==> src/rtl/regbus_share_pkg.sv <==
// Shared types and helpers for the regbus share arbiter.
package regbus_share_pkg;

    typedef enum logic {IDLE, BUSY} state_e;

    // Index width that never collapses to zero for single-entry vectors.
    function automatic int clog2_min1(input int n);
        return (n > 1) ? $clog2(n) : 1;
    endfunction

endpackage

==> src/rtl/rr_pick.sv <==
// Round-robin picker: first set request at or after ptr, wrapping around.
module rr_pick
    import regbus_share_pkg::*;
#(
    parameter int NumReq = 4,
    parameter int IdxW   = clog2_min1(NumReq)
) (
    input  logic [NumReq-1:0] req,
    input  logic [IdxW-1:0]   ptr,
    output logic [IdxW-1:0]   idx,
    output logic              valid
);

    localparam int PosW = clog2_min1(2 * NumReq);

    logic [2*NumReq-1:0] dbl;
    logic [PosW-1:0]     pos;

    // Upper copy keeps every request; lower copy loses those below ptr, so the
    // lowest surviving bit is the next requester in round-robin order.
    always_comb begin
        dbl = {req, req};
        for (int i = 0; i < NumReq; i++) begin
            if (i < int'(ptr)) dbl[i] = 1'b0;
        end
        pos = '0;
        for (int i = 2 * NumReq - 1; i >= 0; i--) begin
            if (dbl[i]) pos = PosW'(i);
        end
        if (int'(pos) >= NumReq) pos = pos - PosW'(NumReq);
        idx   = IdxW'(pos);
        valid = |req;
    end

endmodule

==> src/rtl/regbus_share_arbiter.sv <==
// Round-robin share of one regbus target among NumReq requesters, with a
// watchdog that answers with an error when the target never becomes ready.
module regbus_share_arbiter
    import regbus_share_pkg::*;
#(
    parameter int NumReq        = 4,
    parameter int AddrWidth     = 48,
    parameter int DataWidth     = 32,
    parameter int TimeoutCycles = 256
) (
    input  logic                            clk_i,
    input  logic                            rst_i,
    input  logic [NumReq-1:0]               req_valid_i,
    input  logic [NumReq*AddrWidth-1:0]     req_addr_i,
    input  logic [NumReq-1:0]               req_write_i,
    input  logic [NumReq*DataWidth-1:0]     req_wdata_i,
    input  logic [NumReq*DataWidth/8-1:0]   req_wstrb_i,
    output logic [NumReq-1:0]               rsp_ready_o,
    output logic [DataWidth-1:0]            rsp_rdata_o,
    output logic                            rsp_error_o,
    output logic                            mst_valid_o,
    output logic [AddrWidth-1:0]            mst_addr_o,
    output logic                            mst_write_o,
    output logic [DataWidth-1:0]            mst_wdata_o,
    output logic [DataWidth/8-1:0]          mst_wstrb_o,
    input  logic                            mst_ready_i,
    input  logic [DataWidth-1:0]            mst_rdata_i,
    input  logic                            mst_error_i,
    output logic                            busy_o,
    output logic [7:0]                      timeout_cnt_o
);

    localparam int IdxW  = clog2_min1(NumReq);
    localparam int TmoW  = clog2_min1(TimeoutCycles);
    localparam int StrbW = DataWidth / 8;
    localparam logic [IdxW-1:0] LastIdx = IdxW'(NumReq - 1);
    localparam logic [TmoW-1:0] TmoLast = TmoW'(TimeoutCycles - 1);

    state_e          state_q, state_d;
    logic [IdxW-1:0] grant_q, ptr_q, pick_idx, ptr_adv;
    logic [TmoW-1:0] tmo_q;
    logic [7:0]      timeout_cnt_q;
    logic            pick_valid, busy, gnt_valid, done, tmo_hit;

    rr_pick #(.NumReq(NumReq), .IdxW(IdxW)) u_pick (
        .req   (req_valid_i),
        .ptr   (ptr_q),
        .idx   (pick_idx),
        .valid (pick_valid)
    );

    assign busy      = (state_q == BUSY);
    assign gnt_valid = req_valid_i[grant_q];

    // Target side follows the granted slice; quiet zeros while idle.
    assign mst_valid_o = busy & gnt_valid;
    assign mst_addr_o  = busy ? req_addr_i[int'(grant_q)*AddrWidth +: AddrWidth] : '0;
    assign mst_write_o = busy & req_write_i[grant_q];
    assign mst_wdata_o = busy ? req_wdata_i[int'(grant_q)*DataWidth +: DataWidth] : '0;
    assign mst_wstrb_o = busy ? req_wstrb_i[int'(grant_q)*StrbW +: StrbW] : '0;

    // A ready on the last watchdog cycle is a normal completion.
    assign done    = mst_valid_o & mst_ready_i;
    assign tmo_hit = mst_valid_o & ~mst_ready_i & (tmo_q == TmoLast);
    assign ptr_adv = (grant_q == LastIdx) ? '0 : grant_q + 1'b1;

    always_comb begin
        rsp_ready_o          = '0;
        rsp_ready_o[grant_q] = done | tmo_hit;
        rsp_rdata_o          = done ? mst_rdata_i : '0;
        rsp_error_o          = done ? mst_error_i : tmo_hit;
    end

    always_comb begin
        state_d = state_q;
        case (state_q)
            IDLE: if (pick_valid) state_d = BUSY;
            BUSY: if (!gnt_valid || done || tmo_hit) state_d = IDLE;
        endcase
    end

    always_ff @(posedge clk_i or posedge rst_i) begin
        if (rst_i) state_q <= IDLE;
        else       state_q <= state_d;
    end

    // A dropped valid returns to IDLE without moving ptr or counting.
    always_ff @(posedge clk_i or posedge rst_i) begin
        if (rst_i) begin
            grant_q       <= '0;
            ptr_q         <= '0;
            tmo_q         <= '0;
            timeout_cnt_q <= '0;
        end else if (!busy) begin
            if (pick_valid) begin
                grant_q <= pick_idx;
                tmo_q   <= '0;
            end
        end else if (done || tmo_hit) begin
            ptr_q <= ptr_adv;
            if (tmo_hit && timeout_cnt_q != 8'hFF) timeout_cnt_q <= timeout_cnt_q + 1'b1;
        end else if (gnt_valid) begin
            tmo_q <= tmo_q + 1'b1;
        end
    end

    assign busy_o        = busy;
    assign timeout_cnt_o = timeout_cnt_q;

endmodule

==> config.mk <==
export PLATFORM = sky130hd
export DESIGN_NAME = regbus_share_arbiter
export DESIGN_NICKNAME = d
export VERILOG_FILES = /design/src/rtl/regbus_share_pkg.sv /design/src/rtl/rr_pick.sv /design/src/rtl/regbus_share_arbiter.sv
export SDC_FILE = /design/constraint.sdc
export NUM_CORES = 1
export LEC_CHECK = 0
export BUFFER_PORTS_ARGS = -buffer_cell sky130_fd_sc_hd__buf_2
export CAP_MARGIN = 20
export CORE_AREA = 10 10 193 195
export DETAILED_ROUTE_END_ITERATION = 8
export DIE_AREA = 0 0 203 205
export SLEW_MARGIN = 10
export SYNTH_ARGS = -nofsm -noshare
export SYNTH_HDL_FRONTEND = slang
export SYNTH_HIERARCHICAL = 1
export SYNTH_SLANG_ARGS = --single-unit
==> constraint.sdc <==
create_clock -name clk_i -period 3.95 [get_ports clk_i]
set_input_delay 0.395 -clock clk_i [delete_from_list [all_inputs] [get_ports clk_i]]
set_output_delay 0.395 -clock clk_i [all_outputs]
set_load 0.02 [all_outputs]
==> flow_summary.json, run 1 <==
{
  "outcome": "completed",
  "gr-usage-all-layers": 0.129,
  "insertion_delay_ps": 250,
  "filler_cell_count": 3691,
  "min_period_ps": 3150,
  "die_area_um2": 41600,
  "htreeDepth": 1,
  "portBuffers": 511,
  "fin_nets": 1236,
  "die-height_um": 205,
  "clock.fmax_ghz": 0.317,
  "reg2reg_from": "grant_q[1]$_DFFE_PP0P_",
  "irDropWorstVdd_mv": 0.426,
  "rsz0062_at_grt": "no",
  "vias": 5403,
  "routabilityCongestion": 0.975,
  "floorplan.initialDensity": 0.123,
  "clk_pin_slew_ps": 60,
  "p_leak_nw": 3.76,
  "cp_max_fo": 42,
  "syn_to_final_growth_pct": 76.1,
  "cts.sinks": 21,
  "clk_path_buf_depth": 2,
  "routed_wirelength_mm": 29.2,
  "tightestPinTransition_ps": 911,
  "coreArea_um2": 33300,
  "cts_buffers": 3,
  "post-route-util": 0.216,
  "cts_hold_buf": 0,
  "r2r-end": "tmo_q[1]$_DFFE_PP0P_",
  "drtAntennaViolNets": 0,
  "ys_warn_count": 6,
  "synthesis.nets": 756,
  "syn-mean-instance-area_um2": 11.0,
  "root_buffer": "clkbuf_16",
  "synth.distinct_cells": 44,
  "first_global_vias": 5990,
  "maxCapViolations": 0,
  "setup_tns_ps": 0,
  "synth-async-reset-ratio": 1.00,
  "ys_seq_area_frac": 0.129,
  "hpwl_mm": 26.0,
  "setup_viol": 0,
  "grt_max_degree": 93,
  "post_dp_cell_area_um2": 7070,
  "dr.pass1.iters": 4,
  "cts_resized": 0,
  "cts_tree": "built",
  "die_x_um": 203,
  "drive_gt1_frac": 0.723,
  "total_power_mw": 4.25,
  "post_drt_via_cell_ratio": 4.15,
  "critPathRequiredTime_ps": 3560,
  "post_drt_wl_per_cell_um": 22.4,
  "fin_area_um2": 7180,
  "ys_seq_elements": 21,
  "grt_pass1_wl_mm": 40.8,
  "syn-cell-area_um2": 4080,
  "clock_skew_ps": 5.51,
  "drcViolationCount": 0,
  "ff2ff_path_depth": 6,
  "crit_arrival_ps": 2760,
  "slew_violations": 0,
  "synth_edf_count": 0,
  "hp-class": "input pin to async pin",
  "io_pins": 512,
  "pwr_density_cell_nw_per_um2": 592,
  "worstSetupPathType": "register to primary output",
  "cts_setup_buffers": 0,
  "drt_iter0_drc": 260,
  "antenna_found_initial": 6,
  "grt_overflow": 0,
  "cp-end-kind": "primary output",
  "relSlewSlack": 0.377,
  "finalHoldViolCount": 0,
  "postSynthCellCount": 370,
  "post-route-period-util": 0.797,
  "start_kind": "register",
  "row_count": 67,
  "rrSetupSlack_ps": 1340,
  "synth_flop_cell": "dfrtp_1"
}
## worst max-delay path by stage
stage | cells past startpoint | slack [ps] | start | to
6_report | 7 | 800 | grant_q[1]$_DFFE_PP0P_ | rsp_error_o
5_1_grt | 7 | 540 | grant_q[1]$_DFFE_PP0P_ | rsp_error_o
4_1_cts | 5 | 110 | grant_q[1]$_DFFE_PP0P_ | rsp_rdata_o[13]
3_5_place_dp | 5 | 400 | grant_q[1]$_DFFE_PP0P_ | rsp_rdata_o[5]
3_3_place_gp | 5 | 530 | grant_q[1]$_DFFE_PP0P_ | rsp_rdata_o[21]
2_1_floorplan | 8 | 1680 | grant_q[0]$_DFFE_PP0P_ | rsp_error_o
## where the power goes
| part | switching [mW] | internal [mW] | leakage (nW) |
|---|---|---|---|
| logic | 2.01 | 1.65 | 3.44 |
| clock network | 0.0797 | 0.136 | 0.0409 |
| registers | 0.126 | 0.258 | 0.279 |
| total | 2.21 | 2.04 | 3.76 |
## worst max-delay path, cell delays in order, from the launching register on
cell and delay [ps]:
dfrtp_4 730, nand2b_1 180, o22a_1 540, clkinv_1 400, buf_16 270, a21oi_1 130
nor3_1 50, buf_2 190
## registers in the layout, indices dropped and copies added, names as in the netlist
register / cells
busy_o: 1
ptr_q: 2
timeout_cnt_o: 8
tmo_q: 8
grant_q: 2
## routing by layer
layer / global-route usage / up-vias / wire (µm)
li1: - / 2429 / -
met1: 0.148 / 2625 / 11300
met4: 0.0312 / 0 / 459
met2: 0.234 / 327 / 14900
met3: 0.0347 / 22 / 2530
met5: 0 / - / 0
## per-stage QoR
| step | worst slack [ps] | hold WS (ps) | std cells |
|---|---|---|---|
| 6_report | 800 | 294 | 1301 |
| 5_1_grt | 544 | 376 | 1301 |
| 4_1_cts | 109 | 324 | 1296 |
| 3_5_place_dp | 395 | 504 | 1292 |
| 3_3_place_gp | 532 | 501 | 1292 |
| 2_1_floorplan | 1680 | 372 | 370 |
## cell usage after synthesis (all sizes together) (3+ instances only)
master   n  area share
and2    85        0.13
mux4    85        0.47
and3    40       0.061
clkbuf  29       0.027
dfrtp   21        0.13
buf     12       0.015
nand2   11       0.010
inv      7      0.0064
nand3    7      0.0086
ha       6       0.018
a21oi    5      0.0061
mux2     4       0.011
mux2i    4      0.0098
nand4    4      0.0061
nor4     4      0.0061
xor2     4      0.0086
nand2b   3      0.0046
o211ai   3      0.0055
o21ai    3      0.0037
or4      3      0.0055
xnor2    3      0.0064
## placed cells by master, fill, tap and decap left out, types with 2 or more instances in the layout
cell type / Yosys / final
buf_2: 10 / 511
mux4_2: 85 / 85
and2_1: 85 / 85
and3_1: 40 / 40
dfrtp_1: 21 / 18
nand2_1: 11 / 11
nand3_1: 7 / 7
inv_1: 7 / 7
ha_1: 6 / 6
a21oi_1: 5 / 5
diode_2: 0 / 4
mux2i_1: 4 / 4
nand4_1: 4 / 4
nor4_1: 4 / 4
xor2_1: 4 / 4
mux2_2: 4 / 4
buf_4: 1 / 4
nand2b_1: 3 / 3
o21ai_0: 3 / 3
or4_1: 3 / 3
o211ai_1: 3 / 3
xnor2_1: 3 / 3
clkbuf_16: 0 / 3
nor2_1: 2 / 2
nor4b_1: 2 / 2
o311ai_0: 2 / 2
o31ai_1: 2 / 2
a311o_1: 2 / 2
nor3_1: 2 / 2
dfrtp_4: 0 / 2
## final cells by class
| class | instances | area (µm²) | share of cell area |
|---|---|---|---|
| Clock buffer | 3 | 75.1 | 0.0104 |
| Sequential cell | 21 | 534 | 0.0744 |
| Timing Repair Buffer | 516 | 2620 | 0.364 |
| Multi-Input combinational cell | 300 | 3350 | 0.467 |
| Tap cell | 448 | 561 | 0.0780 |
| Antenna cell | 4 | 10.0 | 0.00139 |
| Clock inverter | 1 | 5.00 | 0.000697 |
| Inverter | 8 | 30.0 | 0.00418 |
## kinds of logic after synthesis
logic type | synth area share
flops | 0.129
xor+xnor | 0.0150
mux | 0.490
buf+inv | 0.0491
compound gates | 0.0500
fa+ha+maj | 0.0184
simple gates | 0.249
Note: power is estimated with default switching activity, not from simulation.
==> run 2: changes to the inputs <==
- clock period: 3.95 -> 2.76 ns (I/O delays scaled with it)
==> flow_summary.json, run 2 (same netlist as run 1, synthesis figures left out) <==
{
  "outcome": "completed",
  "io_pins": 512,
  "reg2reg_from": "tmo_q[0]$_DFFE_PP0P_",
  "insertion_delay_ps": 250,
  "final_cell_mix": "buf_2 (511), mux4_2 (85), and2_1 (85)",
  "relSlewSlack": 0.425,
  "critPathMaxStageDelay_ps": 620,
  "dr.pass1.iters": 5,
  "cts_resized": 0,
  "routabilityCongestion": 0.928,
  "fin_cells": 1310,
  "p_int_mw": 3.01,
  "start_kind": "register",
  "worstSetupPathType": "register to primary output",
  "first_global_vias": 6185,
  "cp_max_fo": 27,
  "fin_nets": 1245,
  "p_seq_frac": 0.070,
  "p_clk_frac": 0.051,
  "drive_gt1_frac": 0.725,
  "cts_tree": "built",
  "syn_to_final_growth_pct": 78.1,
  "coreArea_um2": 33300,
  "hp-class": "input pin to async pin",
  "crit_arrival_ps": 2160,
  "tightestPinTransition_ps": 862,
  "cts_setup_buffers": 0,
  "clk_pin_slew_ps": 60,
  "pwr_density_cell_nw_per_um2": 849,
  "critPathRequiredTime_ps": 2480,
  "drt_iter0_drc": 289,
  "p_sw_mw": 3.17,
  "hpwl_mm": 25.9,
  "drcViolationCount": 0,
  "root_buffer": "clkbuf_16",
  "grt_max_degree": 64,
  "layout_setup_ws_ps": 322,
  "grt_overflow": 0,
  "slew_violations": 0,
  "cts.sinks": 21,
  "die-height_um": 205,
  "worstPathCellList": "buf_4 > mux4_2 > and2_1 > buf_2",
  "grt_pass1_wl_mm": 40.6,
  "routed_wirelength_mm": 28.9,
  "post_drt_via_cell_ratio": 4.25,
  "fin_area_um2": 7270,
  "holdWs_ps": 193,
  "final_common_cell": "buf_2",
  "cts_buffers": 3,
  "clock_skew_ps": 2.17,
  "min_period_ps": 2440,
  "clk_path_buf_depth": 2,
  "htreeDepth": 1,
  "cp-end-kind": "primary output",
  "ff2ff_path_depth": 5,
  "die_x_um": 203,
  "row_count": 67,
  "drtAntennaViolNets": 0,
  "dp_cells": 1302,
  "post-route-period-util": 0.883,
  "portBuffers": 511,
  "slowest_stage": "mux4_2",
  "post-route-util": 0.218,
  "cts_hold_buf": 0,
  "p_leak_nw": 3.81,
  "clock.fmax_ghz": 0.410,
  "setup_viol": 0,
  "maxCapViolations": 0,
  "dp_slack_ps": 533,
  "vias": 5573,
  "irDropWorstVdd_mv": 0.429,
  "cp-startpoint": "grant_q[0]$_DFFE_PP0P_",
  "rrSetupSlack_ps": 610,
  "comb_power_share": 0.879,
  "setup_tns_ps": 0,
  "post_drt_wl_per_cell_um": 22.0,
  "post_dp_cell_area_um2": 7180,
  "antenna_found_initial": 8,
  "die_area_um2": 41600,
  "floorplan.initialDensity": 0.123,
  "switching_share": 0.513,
  "total_power_mw": 6.17,
  "gr-usage-all-layers": 0.128,
  "rsz0062_at_grt": "no",
  "finalHoldViolCount": 0
}
==> run 2: power by group through the flow <==
stage	Sequential, mW	Clock (mW)	Combinational (mW)
finish	0.432	0.314	5.43
global route	0.442	0.341	5.81
CTS	0.434	0.321	5.52
detailed placement	0.439	0	5.52
global placement	0.437	0	5.43
floorplan	0.414	0	3.70
==> run 2: final cells by class <==
cell class	count	area, µm²
antenna	4	10.0
multi-input combinational	300	3350
timing repair buffer	525	2700
tap	448	561
fill	3701	26000
clock buffer	4	78.8
sequential	21	534
inverter	8	30.0
==> run 2: critical path: cells and delay by family, from the launching register on <==
kind	cells	cell delay, ps
simple gates	1	180
mux	1	620
flops	1	450
buf+inv	2	600
==> run 2: final timing paths <==
| check | to |
|---|---|
| max | mst_addr_o[11] |
| min | timeout_cnt_o[5]$_DFFE_PP0P_ |
| max reg2reg | tmo_q[5]$_DFFE_PP0P_ |
| min reg2reg | timeout_cnt_o[7]$_DFFE_PP0P_ |
| max in group asynchronous | grant_q[1]$_DFFE_PP0P_ |
| min in group clk_i | timeout_cnt_o[7]$_DFFE_PP0P_ |
==> run 2: routing by layer <==
metal	global-route usage	share of wire
met2	0.223	0.50
met1	0.143	0.37
met4	0.0410	0.026
met3	0.0475	0.11
met5	0	0.00045
